`src/rtl/aes_lat_monitor.sv`:
```
// Start/done latency monitor: per-channel min/max/sum/count, sticky timeout and protocol flags.
// Define AES_LAT_HIST_EN to build the per-channel latency histogram; otherwise bin_count reads 0.
module aes_lat_monitor #(
  parameter int NCH     = 1,
  parameter int CNT_W   = 16,
  parameter int SUM_W   = 32,
  parameter int TXN_W   = 16,
  parameter int NBINS   = 64,
  parameter int BIN_W   = 16,
  parameter int TIMEOUT = 2000
) (
  input  logic                       clk,
  input  logic                       rst,
  input  logic [NCH-1:0]             start,
  input  logic [NCH-1:0]             done,
  input  logic                       clear,
  input  logic [$clog2(NCH):0]       rd_ch,
  input  logic [$clog2(NBINS)-1:0]   rd_bin,
  output logic [NCH-1:0]             mon_busy,
  output logic [NCH-1:0]             timeout_flag,
  output logic [NCH-1:0]             proto_err,
  output logic [NCH-1:0]             last_valid,
  output logic [NCH*CNT_W-1:0]       last_lat,
  output logic [CNT_W-1:0]           lat_min,
  output logic [CNT_W-1:0]           lat_max,
  output logic [SUM_W-1:0]           lat_sum,
  output logic [TXN_W-1:0]           txn_count,
  output logic [BIN_W-1:0]           bin_count
);

  localparam int RCH_W = $clog2(NCH) + 1;
  localparam int ACC_W = ((SUM_W > CNT_W) ? SUM_W : CNT_W) + 1;
  localparam logic [CNT_W-1:0] TMO_LAT = CNT_W'(TIMEOUT);

  typedef enum logic [1:0] {IDLE, MEAS, TMO} state_t;

  logic [CNT_W-1:0] min_a [NCH];
  logic [CNT_W-1:0] max_a [NCH];
  logic [SUM_W-1:0] sum_a [NCH];
  logic [TXN_W-1:0] txn_a [NCH];
  logic [BIN_W-1:0] bin_a [NCH];

  for (genvar i = 0; i < NCH; i++) begin : g_ch
    state_t           state;
    logic [CNT_W-1:0] cnt, cnt_inc;
    logic [CNT_W-1:0] min_r, max_r, last_r;
    logic [SUM_W-1:0] sum_r, sum_nxt;
    logic [ACC_W-1:0] sum_ext;
    logic [TXN_W-1:0] txn_r;
    logic             busy_r, tmo_r, perr_r, lv_r;
    logic             rec;

    // cnt_inc is both the next count and the latency recorded on done
    always_comb begin
      cnt_inc = (cnt == '1) ? cnt : cnt + CNT_W'(1);
      sum_ext = ACC_W'(sum_r) + ACC_W'(cnt_inc);
      sum_nxt = (sum_ext > ACC_W'({SUM_W{1'b1}})) ? '1 : sum_ext[SUM_W-1:0];
      rec     = (state == MEAS) && done[i] && !clear;
    end

    always_ff @(posedge clk or posedge rst) begin
      if (rst) begin
        state  <= IDLE;
        cnt    <= '0;
        min_r  <= '1;
        max_r  <= '0;
        sum_r  <= '0;
        txn_r  <= '0;
        last_r <= '0;
        busy_r <= 1'b0;
        tmo_r  <= 1'b0;
        perr_r <= 1'b0;
        lv_r   <= 1'b0;
      end else if (clear) begin
        state  <= IDLE;
        cnt    <= '0;
        min_r  <= '1;
        max_r  <= '0;
        sum_r  <= '0;
        txn_r  <= '0;
        last_r <= '0;
        busy_r <= 1'b0;
        tmo_r  <= 1'b0;
        perr_r <= 1'b0;
        lv_r   <= 1'b0;
      end else begin
        lv_r <= 1'b0;
        case (state)
          IDLE: begin
            if (start[i]) begin
              state  <= MEAS;
              cnt    <= '0;
              busy_r <= 1'b1;
            end else if (done[i]) begin
              perr_r <= 1'b1;
            end
          end
          MEAS: begin
            if (rec) begin
              state  <= IDLE;
              busy_r <= 1'b0;
              lv_r   <= 1'b1;
              last_r <= cnt_inc;
              sum_r  <= sum_nxt;
              if (cnt_inc < min_r) min_r <= cnt_inc;
              if (cnt_inc > max_r) max_r <= cnt_inc;
              if (txn_r != '1) txn_r <= txn_r + TXN_W'(1);
            end else begin
              cnt <= cnt_inc;
              if (start[i]) perr_r <= 1'b1;
              if (cnt_inc == TMO_LAT) begin
                state  <= TMO;
                busy_r <= 1'b0;
                tmo_r  <= 1'b1;
              end
            end
          end
          TMO: begin
            // the late done is swallowed here so it is not flagged as a protocol error
            if (start[i]) perr_r <= 1'b1;
            if (done[i]) state <= IDLE;
          end
          default: state <= IDLE;
        endcase
      end
    end

`ifdef AES_LAT_HIST_EN
    logic [BIN_W-1:0]           hist [NBINS];
    logic [$clog2(NBINS)-1:0]   bin_idx;

    always_comb begin
      bin_idx = (cnt_inc >= CNT_W'(NBINS - 1)) ? ($clog2(NBINS))'(NBINS - 1)
                                                : ($clog2(NBINS))'(cnt_inc);
    end

    always_ff @(posedge clk or posedge rst) begin
      if (rst) begin
        for (int b = 0; b < NBINS; b++) hist[b] <= '0;
      end else if (clear) begin
        for (int b = 0; b < NBINS; b++) hist[b] <= '0;
      end else if (rec && (hist[bin_idx] != '1)) begin
        hist[bin_idx] <= hist[bin_idx] + BIN_W'(1);
      end
    end

    assign bin_a[i] = hist[rd_bin];
`else
    assign bin_a[i] = '0;
`endif

    assign min_a[i] = min_r;
    assign max_a[i] = max_r;
    assign sum_a[i] = sum_r;
    assign txn_a[i] = txn_r;
    assign mon_busy[i]     = busy_r;
    assign timeout_flag[i] = tmo_r;
    assign proto_err[i]    = perr_r;
    assign last_valid[i]   = lv_r;
    assign last_lat[i*CNT_W +: CNT_W] = last_r;
  end

`ifndef AES_LAT_HIST_EN
  logic unused_rd_bin;
  assign unused_rd_bin = ^rd_bin;
`endif

  // out-of-range channel selects read back as all zeros, including lat_min
  always_comb begin
    lat_min   = '0;
    lat_max   = '0;
    lat_sum   = '0;
    txn_count = '0;
    bin_count = '0;
    for (int c = 0; c < NCH; c++) begin
      if (rd_ch == RCH_W'(c)) begin
        lat_min   = min_a[c];
        lat_max   = max_a[c];
        lat_sum   = sum_a[c];
        txn_count = txn_a[c];
        bin_count = bin_a[c];
      end
    end
  end

endmodule

```
`config.mk`:
```
export PLATFORM = sky130hd
export DESIGN_NAME = aes_lat_monitor
export DESIGN_NICKNAME = d
export VERILOG_FILES = /design/src/rtl/aes_lat_monitor.sv
export SDC_FILE = /design/constraint.sdc
export NUM_CORES = 1
export LEC_CHECK = 0
export CELL_PAD_IN_SITES_DETAIL_PLACEMENT = 0
export CELL_PAD_IN_SITES_GLOBAL_PLACEMENT = 2
export CORE_ASPECT_RATIO = 0.8
export CORE_MARGIN = 2
export CORE_UTILIZATION = 35
export DETAILED_ROUTE_END_ITERATION = 8
export PLACE_DENSITY = 0.9
export SKIP_CTS_REPAIR_TIMING = 1
export SYNTH_ARGS = -nofsm -noshare
export SYNTH_HDL_FRONTEND = slang
export SYNTH_SLANG_ARGS = --single-unit
```
`constraint.sdc`:
```
create_clock -name clk -period 9.3 [get_ports clk]
set_clock_uncertainty 0.05 [all_clocks]
set_input_delay 1.395 -clock clk [delete_from_list [all_inputs] [get_ports clk]]
set_output_delay 1.395 -clock clk [all_outputs]
set_load 0.1 [all_outputs]
```
---- Yosys cells after proc, flatten, opt, wreduce, memory -nomap -nowiden ----
Index checks and enable logic that the tools add are counted.
storage, ports and cells
  register bits ........................... 118
  input bits .............................. 12
  output and inout bits ................... 116
  word-level logic and storage cells ...... 102
cells by class
  add/subtract/negate cells ............... 3
  $lt $le $gt $ge ......................... 3
  equal/unequal tests ..................... 12
  muxes and demuxes ....................... 52
  reduce and logical (&&, ||, !) cells .... 21
operator list
  kind                                                   number
  two-way mux 16 bit                                     22
  two-way mux 32 bit                                     5
  adder 32 x 16 -> 33 bit                                1
  > comparator 33 x 32 -> 1 bit, second input constant   1
  adder 16 x 1 -> 16 bit, second input constant          2
  case mux 16 bit (2 select lines)                       1
  AND reduction 3 bit                                    7
  == test 16 x 11 -> 1 bit, second input constant        1
  == test 16 bit, second input constant                  1
  > comparator 16 bit                                    1
  less-than comparator 16 bit                            1
  two-way mux 1 bit                                      16
  inequality test 16 bit, second input constant          1
  inequality test 3 bit, second input constant           5
  nonzero test 2 bit                                     6
  two-way mux 2 bit                                      5
  case mux 2 bit (3 select lines)                        1
  inequality test 4 x 3 -> 1 bit, second input constant  1
  AND reduction 4 bit                                    1
  nonzero test 4 bit                                     1
  case mux 1 bit (3 select lines)                        1
  nonzero test 3 bit                                     1
  == test 2 x 1 -> 1 bit, second input constant          1
  == test 2 bit, second input constant                   1
  6 further kinds                                        7

---- Depth between registers and ports, before layout ----
Gate-level depths: netlist of run 1.
  depth in word-level cells ............... 8
  gate-level depth with buffers ........... 17
  mapped depth without buffers ............ 14

---- Worst setup path after synthesis of run 1 ----
Ideal clock, no wire load.
  path type ............................... input to output
  start point ............................. input port rd_ch
  end point ............................... output port txn_count[10]
  arrival ................................. 3.098 ns
  required time ........................... 7.855 ns
  setup slack ............................. 4.757 ns
  cell stages on the path ................. 3
  buffers on the path ..................... 2
  path through ............................ clkbuf_1 > clkbuf_1 > nor2b_1
on the way
  longest elaborated chain between the ends .. 1
RTL lines
  item                RTL line  source
  start: declaration  17        input logic [$clog2(NCH):0] rd_ch,
  two-way mux 16 bit  176       if (rd_ch == RCH_W'(c)) begin
  end: declaration    27        output logic [TXN_W-1:0] txn_count,
No other way between the ends.

---- Final worst setup path of run 1 ----
  start point ............................. register g_ch[0].cnt[0]
  end point ............................... register g_ch[0].sum_r[21]
on the way
  longest elaborated chain between the ends .. 8
  elaborated cells between the ends (all ways) .. 9
  those cells by class .................... 2 x add/sub; 1 x order compare; 1 x eq/ne; 5 x mux
RTL lines
  item                                                             RTL line  source
  start: declaration                                               45        logic [CNT_W-1:0] cnt, cnt_inc;
  start signal: assignment                                         109       cnt <= cnt_inc;
  adder 16 x 1 -> 16 bit / == test 16 bit (equally long branches)  55        cnt_inc = (cnt == '1) ? cnt : cnt + CNT_W'(1);
  two-way mux 16 bit (*)                                           55
  adder 32 x 16 -> 33 bit (*)                                      56        sum_ext = ACC_W'(sum_r) + ACC_W'(cnt_inc);
  > comparator 33 x 32 -> 1 bit                                    57        sum_nxt = (sum_ext > ACC_W'({SUM_W{1'b1}})) ? '1 : sum_ext[SUM_W-1:0];
  two-way mux 32 bit (*)                                           57
  two-way mux 32 bit (*)                                           99        if (rec) begin
  two-way mux 32 bit (*)                                           88        case (state)
  two-way mux 32 bit (*)                                           74        end else if (clear) begin
  end signal: assignment                                           104       sum_r <= sum_nxt;
  end: declaration                                                 47        logic [SUM_W-1:0] sum_r, sum_nxt;
Mark *: on every way between the ends. The rest lies on a longest branch, timed or not. The select of a mux whose other input is x is not followed.
A chain may end at the register's enable or synchronous reset.

==> results.txt, run 1 <==
Status = finished, final reports clean
Grt ovf = 0
Avg Vias per Cell = 5.25
First-pass detailed-route iteration total = 5
Async set-reset flop share out of synthesis = 100%
Drt wl/cell = 17.0 um
Fillers = 2,265
Total GRT Usage = 19.0%
Routability cong. = 0.863
Residual DRC = 0
Critical Path Fanout Max = 10
Worst r2r src = g_ch[0].cnt[0]
Crit path cell chain = ha_1 -> nand3_2 -> or4_4 -> and3_1 -> nor2_1 -> ha_1 -> a211oi_1 -> o211ai_1 -> a221oi_2 -> a221o_1 -> a211oi_1 -> buf_4 -> or4_1 -> o211a_1
Worst rel slew slack = 32.1%
Crit path DAT = 5.56 ns
Worst endpoint required time = 9.56 ns
Maxcap violations = 0
Initial antenna violation count = 0
Die area = 24,100 um^2
Flop2flop setup slack = 4.00 ns
Via Count = 7,046
Hpwl dp = 15.8 mm
Final min period = 5.30 ns
Register bit total from synthesis = 118
Setup TNS Final = 0 ns
Ys flop type = dfrtp_1
Die Y = 139 um
Endpoints failing setup = 0
Final #Nets = 1,094
Routed WL = 22.8 mm
Crit end category = register
Rows = 49
Post-route clock period utilization = 57.0%
H-tree levels = 4
R2R Path End = g_ch[0].sum_r[21]
Floorplan die width = 173 um
Critical path class = reg2reg
Post-synth EDFFs = 0
Clk_lat worst skew = 0.42 ns
Multi-input gate area = 4600 um^2
Max IR drop VDD = 0.112 mV
Initial DRC count = 546
Port Buf Inserts = 105
Root buffer cell = clkbuf_16
Pins Over Slew Limit = 0
Power per Cell Area = 169 nW/um^2
Hold Vio Cnt, Final = 0
Slowest CP cell = or4_4
First-pass GRT wire length = 36.3 mm
YS warnings = 0
Startpoint class of the critical path = register
Slew @ Worst Pin = 1.02 ns
Peak Freq = 189 MHz
Clock Sink Count = 118
IO Count = 128
Crit path capture = g_ch[0].sum_r[21]
Synth unique cells = 67
CTS buffer count = 17
Crit. Startpoint = g_ch[0].cnt[0]
Share of cells above drive strength 1 = 7.72%
Detail Route Antenna Nets = 0
Synth-to-Final Area Change = 23.3%
Number of buffers on the longest clock path = 2
Reg area = 2970 um^2
Critical Path Max Stage Delay = 0.57 ns
Area of the core = 22,500 um^2
Post-layout util = 43.9%
Tightest Hold Check Type = reg2reg
Initial core utilization = 35.6%
Avg Cell Area, Syn = 8.58 um^2
Vias in the first global route = 6,439
Largest net degree at the start of global routing = 87
LEAKAGE = 4.30 nW
Mapped Cells = 934
Reg clk slew, reported paths = 0.05 ns
Syn Std Cell Area = 8020 um^2
CTS tree = done
Seq/Total Area, Yosys = 37.1%
ANT cells = 0
RSZ-0062 raised after global routing = no
Reg2Reg Depth = 14
-- cell families (layout without fill, tap and decap cells) --
| logic type | count (synthesis) | after routing | share of synthesized area, % |
|---|---|---|---|
| xor+xnor | 32 | 32 | 3.50 |
| simple gates | 404 | 404 | 25.3 |
| other cells | 1 | 16 | 0.0468 |
| buf+inv | 111 | 198 | 6.31 |
| mux | 21 | 21 | 2.67 |
| flops | 118 | 118 | 37.1 |
| fa+ha+maj | 58 | 58 | 9.15 |
| compound gates | 189 | 189 | 15.9 |
-- registers in the layout, indices dropped and copies added, names as in the netlist --
signal / count
proto_err: 1
g_ch.min_r: 16
g_ch.state: 2
last_lat: 16
timeout_flag: 1
last_valid: 1
g_ch.cnt: 16
g_ch.txn_r: 16
g_ch.max_r: 16
mon_busy: 1
g_ch.sum_r: 32
-- routing by layer --
layer | routed length, um | share of wire (%) | GRT usage, %
met5 | 0 | 0 | 0
met3 | 1140 | 5.0 | 3.55
met2 | 9580 | 42 | 27.1
met1 | 11700 | 52 | 29.0
met4 | 295 | 1.3 | 5.44
-- critical path, delay by kind of cell, from the launching register on --
kind | cells | cell delay [ns]
flops | 1 | 0.52
buf+inv | 1 | 0.22
compound gates | 6 | 1.58
fa+ha+maj | 2 | 0.74
simple gates | 5 | 2.06
-- stage by stage --
step	cells	worst slack, ns	hold slack (ns)	total power [mW]	cell area, um^2
floorplan	949	4.75	0.436	0.917	8070
global placement	1311	4.05	0.451	1.00	9290
detailed placement	1311	4.03	0.456	1.00	9290
CTS	1342	4.01	0.464	1.68	9880
global route	1342	3.66	0.486	1.73	9880
finish	1342	4.00	0.462	1.67	9880
-- cell usage in the layout, fill, tap and decap left out, drive strengths merged, types with 17 or more instances in the layout --
cell / netlist / final
inv: 47 / 47
a311oi: 19 / 19
xor2: 17 / 17
nand2: 60 / 60
buf: 29 / 17
nor3: 42 / 42
nor2: 146 / 146
nand4: 20 / 20
ha: 57 / 57
a21oi: 59 / 59
dfrtp: 102 / 102
clkbuf: 35 / 22
o21ai: 25 / 25
mux2i: 18 / 18
nand3: 20 / 20
nor2b: 56 / 56
clkdlybuf4s50: 0 / 103
-- worst min-delay path by stage --
stage / from / end / slack, ns / cells past startpoint
floorplan: g_ch[0].max_r[10] / g_ch[0].max_r[10] / 0.44 / 2
global placement: g_ch[0].min_r[15] / g_ch[0].min_r[15] / 0.45 / 2
detailed placement: g_ch[0].min_r[15] / g_ch[0].min_r[15] / 0.46 / 2
CTS: g_ch[0].min_r[1] / g_ch[0].min_r[1] / 0.46 / 2
global route: g_ch[0].min_r[9] / g_ch[0].min_r[9] / 0.49 / 2
finish: g_ch[0].min_r[1] / g_ch[0].min_r[1] / 0.46 / 2
-- power by group --
group | internal (mW) | total (mW) | switching [mW]
Sequential | 0.551 | 0.575 | 0.0240
Clock | 0.432 | 0.673 | 0.241
Combinational | 0.105 | 0.418 | 0.313
-- layout make-up --
class                   count  area share, %
repair buffers            120           11.7
inverters                  47           1.81
flip-flops and latches    118           30.1
multi-input cells         720           46.6
well taps                 306           3.87
clock buffers              22           4.70
clock inverters             9           1.28
-- cells in the mapped netlist (17+ instances only) --
library cell  instances  area [um^2]
ha_1                 57          713
nand4_1              18          113
nor3_1               42          210
mux2i_1              18          180
o21ai_0              25          125
xor2_1               17          149
inv_1                47          176
nand2_1              60          225
nor2b_1              56          350
a311oi_1             19          166
dfrtp_1             102         2550
nor2_1              146          548
clkbuf_1             35          131
a21oi_1              57          285
nand3_1              19         95.1
Note: power is estimated with default switching activity, not from simulation.
==> run 2, diff against run 1 <==
- CORE_UTILIZATION: 35 -> 30
- PLACE_DENSITY: 0.9 -> 0.82
- clock period: 9.3 -> 4.2 ns (I/O delays scaled with it)
==> results.txt, run 2 (synthesis results as in run 1) <==
Status = finished, final reports clean
Post-layout util = 38.6% (-5.3 points)
First-pass detailed-route iteration total = 5 (unchanged)
Flop2flop setup slack = 0.16 ns (-3.84 ns)
Min-Delay Startpoint = g_ch[0].min_r[15]
Top Usage Layer GRT = met1
IO Count = 128 (unchanged)
Die Y = 150 um (+7.8%)
Met2 Usage GRT = 26.2% (-0.93 points)
Crit path DAT = 4.31 ns (-1.25 ns)
Crit end category = register
Worst Hold End = g_ch[0].min_r[15]
Clock Sink Count = 118 (unchanged)
Max reg flops = 32 (unchanged)
Routed WL = 25.0 mm (+9.9%)
Maxcap violations = 0 (unchanged)
Setup WS pre-CTS = 0.0957 ns (-3.93 ns)
Synth-to-Final Area Change = 26.5%
Commonest non-fill, non-tap cells in the layout = 145 x nor2_1, 130 x buf_4, 102 x dfrtp_1
Top reg by flops = g_ch.sum_r
Startpoint class of the critical path = register
Slowest CP cell = or4_4
Avg Vias per Cell = 5.00 (-4.8%)
Reg clk slew, reported paths = 0.06 ns (about the same)
Post-route clock period utilization = 96.2% (+39 points)
Detail Route Antenna Nets = 0 (unchanged)
Initial DRC count = 537 (-1.6%)
Reg2Reg Depth = 13 (-1)
Finished Layout Cells = 1,430 (+6.6%)
Clk_lat worst skew = 0.43 ns (about the same)
Initial core utilization = 30.5% (-5.1 points)
Crit path cell chain = ha_1 -> nand3_2 -> or4_4 -> and3_1 -> nor2_1 -> ha_1 -> a211oi_2 -> o211ai_1 -> a221oi_2 -> a221o_1 -> a211oi_2 -> or4_1 -> o211a_1
Final WS setup = 0.158 ns (-3.84 ns)
Worst endpoint required time = 4.47 ns (-5.09 ns)
Hold Vio Cnt, Final = 0 (unchanged)
Share of cells above drive strength 1 = 19.2% (+11 points)
Grt ovf = 0 (unchanged)
H-tree levels = 4 (unchanged)
Worst Hold Depth = 2 (unchanged)
Critical path class = reg2reg
Commonest non-fill, non-tap cell in the layout = nor2_1
Routability cong. = 0.876 (+1.5%)
Critical Path Max Stage Delay = 0.55 ns (-0.02 ns)
First-pass GRT wire length = 39.4 mm (+8.8%)
Vias in the first global route = 6,819 (+5.9%)
Largest net degree at the start of global routing = 85 (-2.3%)
Rows = 53 (+8.2%)
Final #Nets = 1,130 (+3.3%)
Slew @ Worst Pin = 1.01 ns (-0.00915 ns)
CTS tree = done
R2R Path End = g_ch[0].sum_r[21]
LEAKAGE = 4.67 nW (+8.7%)
Die area = 28,100 um^2 (+16%)
Buffer and inverter count on the worst path = 0 (-1)
Area of the core = 26,300 um^2 (+17%)
CTS buffer count = 17 (unchanged)
Power per Cell Area = 383 nW/um^2 (+130%)
Final min period = 4.04 ns (-1.26 ns)
ANT cells = 0 (unchanged)
Max IR drop VDD = 0.284 mV (+150%)
Pins Over Slew Limit = 0 (unchanged)
Number of buffers on the longest clock path = 2 (unchanged)
Residual DRC = 0 (unchanged)
Met1 Track Usage GR = 27.6% (-1.5 points)
Port Buf Inserts = 105 (unchanged)
Initial antenna violation count = 0 (unchanged)
Post-Place Cells = 1,397 (+6.6%)
RSZ-0062 raised after global routing = yes
GRT met3 Usage = 3.05% (-0.50 points)
CP delay by family, top = simple AND/OR/NAND/NOR gates
Peak Freq = 247 MHz (+31%)
Worst rel slew slack = 32.7% (+0.61 points)
Hpwl dp = 18.1 mm (+14%)
Endpoints failing setup = 0 (unchanged)
Critical Path Fanout Max = 4 (-6)
Root buffer cell = clkbuf_16
Floorplan die width = 187 um (+7.8%)
Tightest Hold Check Type = reg2reg
Drt wl/cell = 17.5 um (+3.1%)
Via Count = 7,151 (+1.5%)
Setup TNS Final = 0 ns (unchanged)
Total GRT Usage = 18.1% (-0.94 points)
Worst r2r src = g_ch[0].cnt[0]
run 2: worst max path at each step:
stage | startpoint | depth (start not counted) | end | slack [ns]
after floorplan | g_ch[0].cnt[1] | 13 | g_ch[0].sum_r[21] | 0.17
after global placement | g_ch[0].cnt[0] | 13 | g_ch[0].sum_r[21] | 0.13
after detailed placement | g_ch[0].cnt[0] | 13 | g_ch[0].sum_r[21] | 0.1
after CTS | g_ch[0].cnt[0] | 13 | g_ch[0].sum_r[21] | 0.07
after global routing | g_ch[0].cnt[0] | 13 | g_ch[0].sum_r[21] | -0.02
final | g_ch[0].cnt[0] | 13 | g_ch[0].sum_r[21] | 0.16
run 2: layout make-up:
class | instances | area [um^2]
fill | 2719 | 16100
multi-input combinational | 720 | 4630
sequential | 118 | 2970
timing repair buffer | 156 | 1250
tap | 357 | 447
clock buffer | 18 | 439
clock inverter | 14 | 223
inverter | 47 | 179
run 2: per-stage QoR:
step           cell area [um^2]  total power, mW  hold WS [ns]
2_1_floorplan              8070             2.03         0.436
3_3_place_gp               9440             2.24         0.449
3_5_place_dp               9440             2.24         0.456
4_1_cts                   10100             3.92         0.465
5_1_grt                   10100             4.05         0.490
6_report                  10100             3.89         0.465
run 2: metal layers:
metal	vias up	wire [um]
met5	-	0
li1	3539	-
met4	0	293
met1	3436	13400
met3	16	935
met2	160	10400
run 2: worst reg2reg max path, cell delays in order, from the launching register on:
cell	delay, ns
dfrtp_1	0.36
ha_1	0.20
nand3_2	0.14
or4_4	0.55
and3_1	0.21
nor2_1	0.21
ha_1	0.30
a211oi_2	0.26
o211ai_1	0.16
a221oi_2	0.38
a221o_1	0.32
a211oi_2	0.14
or4_1	0.52
o211a_1	0.14
run 2: where the power goes:
group / switching (mW) / internal [mW]
registers: 0.0515 / 1.22
logic: 0.711 / 0.241
clock network: 0.590 / 1.07
total: 1.35 / 2.53
==> run 3, diff against run 2 <==
- CORE_ASPECT_RATIO: 0.8 -> 0.9
==> results.txt, run 3 (synthesis results as in run 1) <==
Grt ovf = 0 (unchanged)
Detail Route Antenna Nets = 0 (unchanged)
Initial DRC count = 539 (+0.37%)
Routability cong. = 0.907 (+3.5%)
Share of cells above drive strength 1 = 20.1% (+0.95 points)
Residual DRC = 0 (unchanged)
Crit path cell chain = nand4_4 -> or4_4 -> nand2_1 -> nand2_1 -> buf_4 -> ha_1 -> a21oi_1 -> o211ai_1 -> o211ai_1 -> a311o_1 -> o21a_1 -> or4_1 -> o211a_1
Clk_lat worst skew = 0.43 ns (about the same)
Slew @ Worst Pin = 1.00 ns (-0.00199 ns)
Rows = 56 (+5.7%)
RSZ-0062 raised after global routing = yes
Crit end category = register
Largest net degree at the start of global routing = 76 (-11%)
Max IR drop VDD = 0.270 mV (-4.9%)
Critical Path Max Stage Delay = 0.61 ns (+0.06 ns)
LEAKAGE = 4.73 nW (+1.2%)
Top reg by flops = g_ch.sum_r
Die Y = 159 um (+5.9%)
Via Count = 7,165 (+0.20%)
Final #Nets = 1,144 (+1.2%)
Final total power = 3.82 mW (-1.8%)
IO Count = 128 (unchanged)
Root buffer cell = clkbuf_16
Power per Cell Area = 374 nW/um^2 (-2.5%)
CP delay by family, top = simple AND/OR/NAND/NOR gates
First-pass detailed-route iteration total = 5 (unchanged)
Initial core utilization = 30.7% (+0.15 points)
Post-route clock period utilization = 94.7% (-1.6 points)
Max reg flops = 32 (unchanged)
Pins Over Slew Limit = 0 (unchanged)
Buffer and inverter count on the worst path = 1 (+1)
Status = finished, final reports clean
Slowest CP cell = or4_4
Commonest non-fill, non-tap cells in the layout = 145 x nor2_1, 144 x buf_4, 101 x dfrtp_1
Hpwl dp = 17.7 mm (-2.1%)
First-pass GRT wire length = 38.8 mm (-1.6%)
Routed WL = 24.3 mm (-2.7%)
Drt wl/cell = 17.0 um (-3.1%)
Worst endpoint required time = 4.46 ns (about the same)
Area of the core = 26,100 um^2 (-0.48%)
ANT cells = 0 (unchanged)
Number of buffers on the longest clock path = 2 (unchanged)
Initial antenna violation count = 1 (+1)
Final min period = 3.98 ns (-0.0665 ns)
Synth-to-Final Area Change = 27.4%
Avg Vias per Cell = 4.99 (-0.15%)
Total GRT Usage = 17.6% (-0.50 points)
Critical Path Fanout Max = 7 (+3)
Startpoint class of the critical path = register
Critical path class = reg2reg
Endpoints failing setup = 0 (unchanged)
CTS tree = done
Crit path DAT = 4.24 ns (-0.07 ns)
Vias in the first global route = 6,835 (+0.23%)
Finished Layout Cells = 1,435 (+0.35%)
Port Buf Inserts = 105 (unchanged)
Hold Vio Cnt, Final = 0 (unchanged)
Peak Freq = 252 MHz (+1.7%)
Tightest Hold Check Type = reg2reg
Die area = 28,000 um^2 (about the same)
Reg clk slew, reported paths = 0.06 ns (about the same)
H-tree levels = 4 (unchanged)
Floorplan die width = 176 um (-5.6%)
Maxcap violations = 0 (unchanged)
Worst rel slew slack = 32.8% (+0.13 points)
Commonest non-fill, non-tap cell in the layout = nor2_1
CTS buffer count = 17 (unchanged)
Post-Place Cells = 1,403 (+0.43%)
Clock Sink Count = 118 (unchanged)
run 3: tightest hold or removal path: stages (launching register included):
cell and delay (ns):
dfstp_2 0.36, nor2_1 0.07, a21oi_1 0.07
run 3: final timing paths:
| path | startpoint | end | slack, ns | depth (start not counted) |
|---|---|---|---|---|
| max | g_ch[0].cnt[14] | g_ch[0].sum_r[21] | 0.22 | 13 |
| min | g_ch[0].min_r[1] | g_ch[0].min_r[1] | 0.46 | 2 |
| max reg2reg | g_ch[0].cnt[14] | g_ch[0].sum_r[21] | 0.22 | 13 |
| min reg2reg | g_ch[0].min_r[1] | g_ch[0].min_r[1] | 0.46 | 2 |
| max in group asynchronous | rst | last_lat[2] | 2.74 | 3 |
| min in group asynchronous | rst | g_ch[0].max_r[9] | 0.54 | 2 |
run 3: report_power, final:
group          internal, mW  switching [mW]
Clock                  1.01           0.582
Sequential             1.22          0.0501
Combinational         0.241           0.709
Total                  2.47            1.34
run 3: cell type report:
| cell class | count | area (um^2) |
|---|---|---|
| fill | 2670 | 15900 |
| multi-input combinational | 720 | 4630 |
| sequential | 118 | 2970 |
| timing repair buffer | 170 | 1360 |
| clock buffer | 18 | 439 |
| tap | 348 | 435 |
| clock inverter | 14 | 199 |
| inverter | 47 | 179 |
run 3: layer usage:
layer	global-route usage [%]	vias to the layer above	routed length (um)
met4	5.33	0	382
li1	-	3553	-
met2	25.1	174	10500
met1	26.4	3416	12400
met3	3.56	22	1070
met5	0	-	0
run 3: per-stage QoR:
stage               setup TNS [ns]  setup WS [ns]  cell area (um^2)  hold WS [ns]  util (%)
floorplan                        0          0.166              8070         0.436         -
global placement                 0          0.107              9550         0.449      36.5
detailed placement               0        0.00262              9550         0.455      36.5
CTS                        -0.0199        -0.0199             10200         0.463      39.0
global route               -0.0182        -0.0182             10200         0.486      39.1
finish                           0          0.225             10200         0.461      39.1
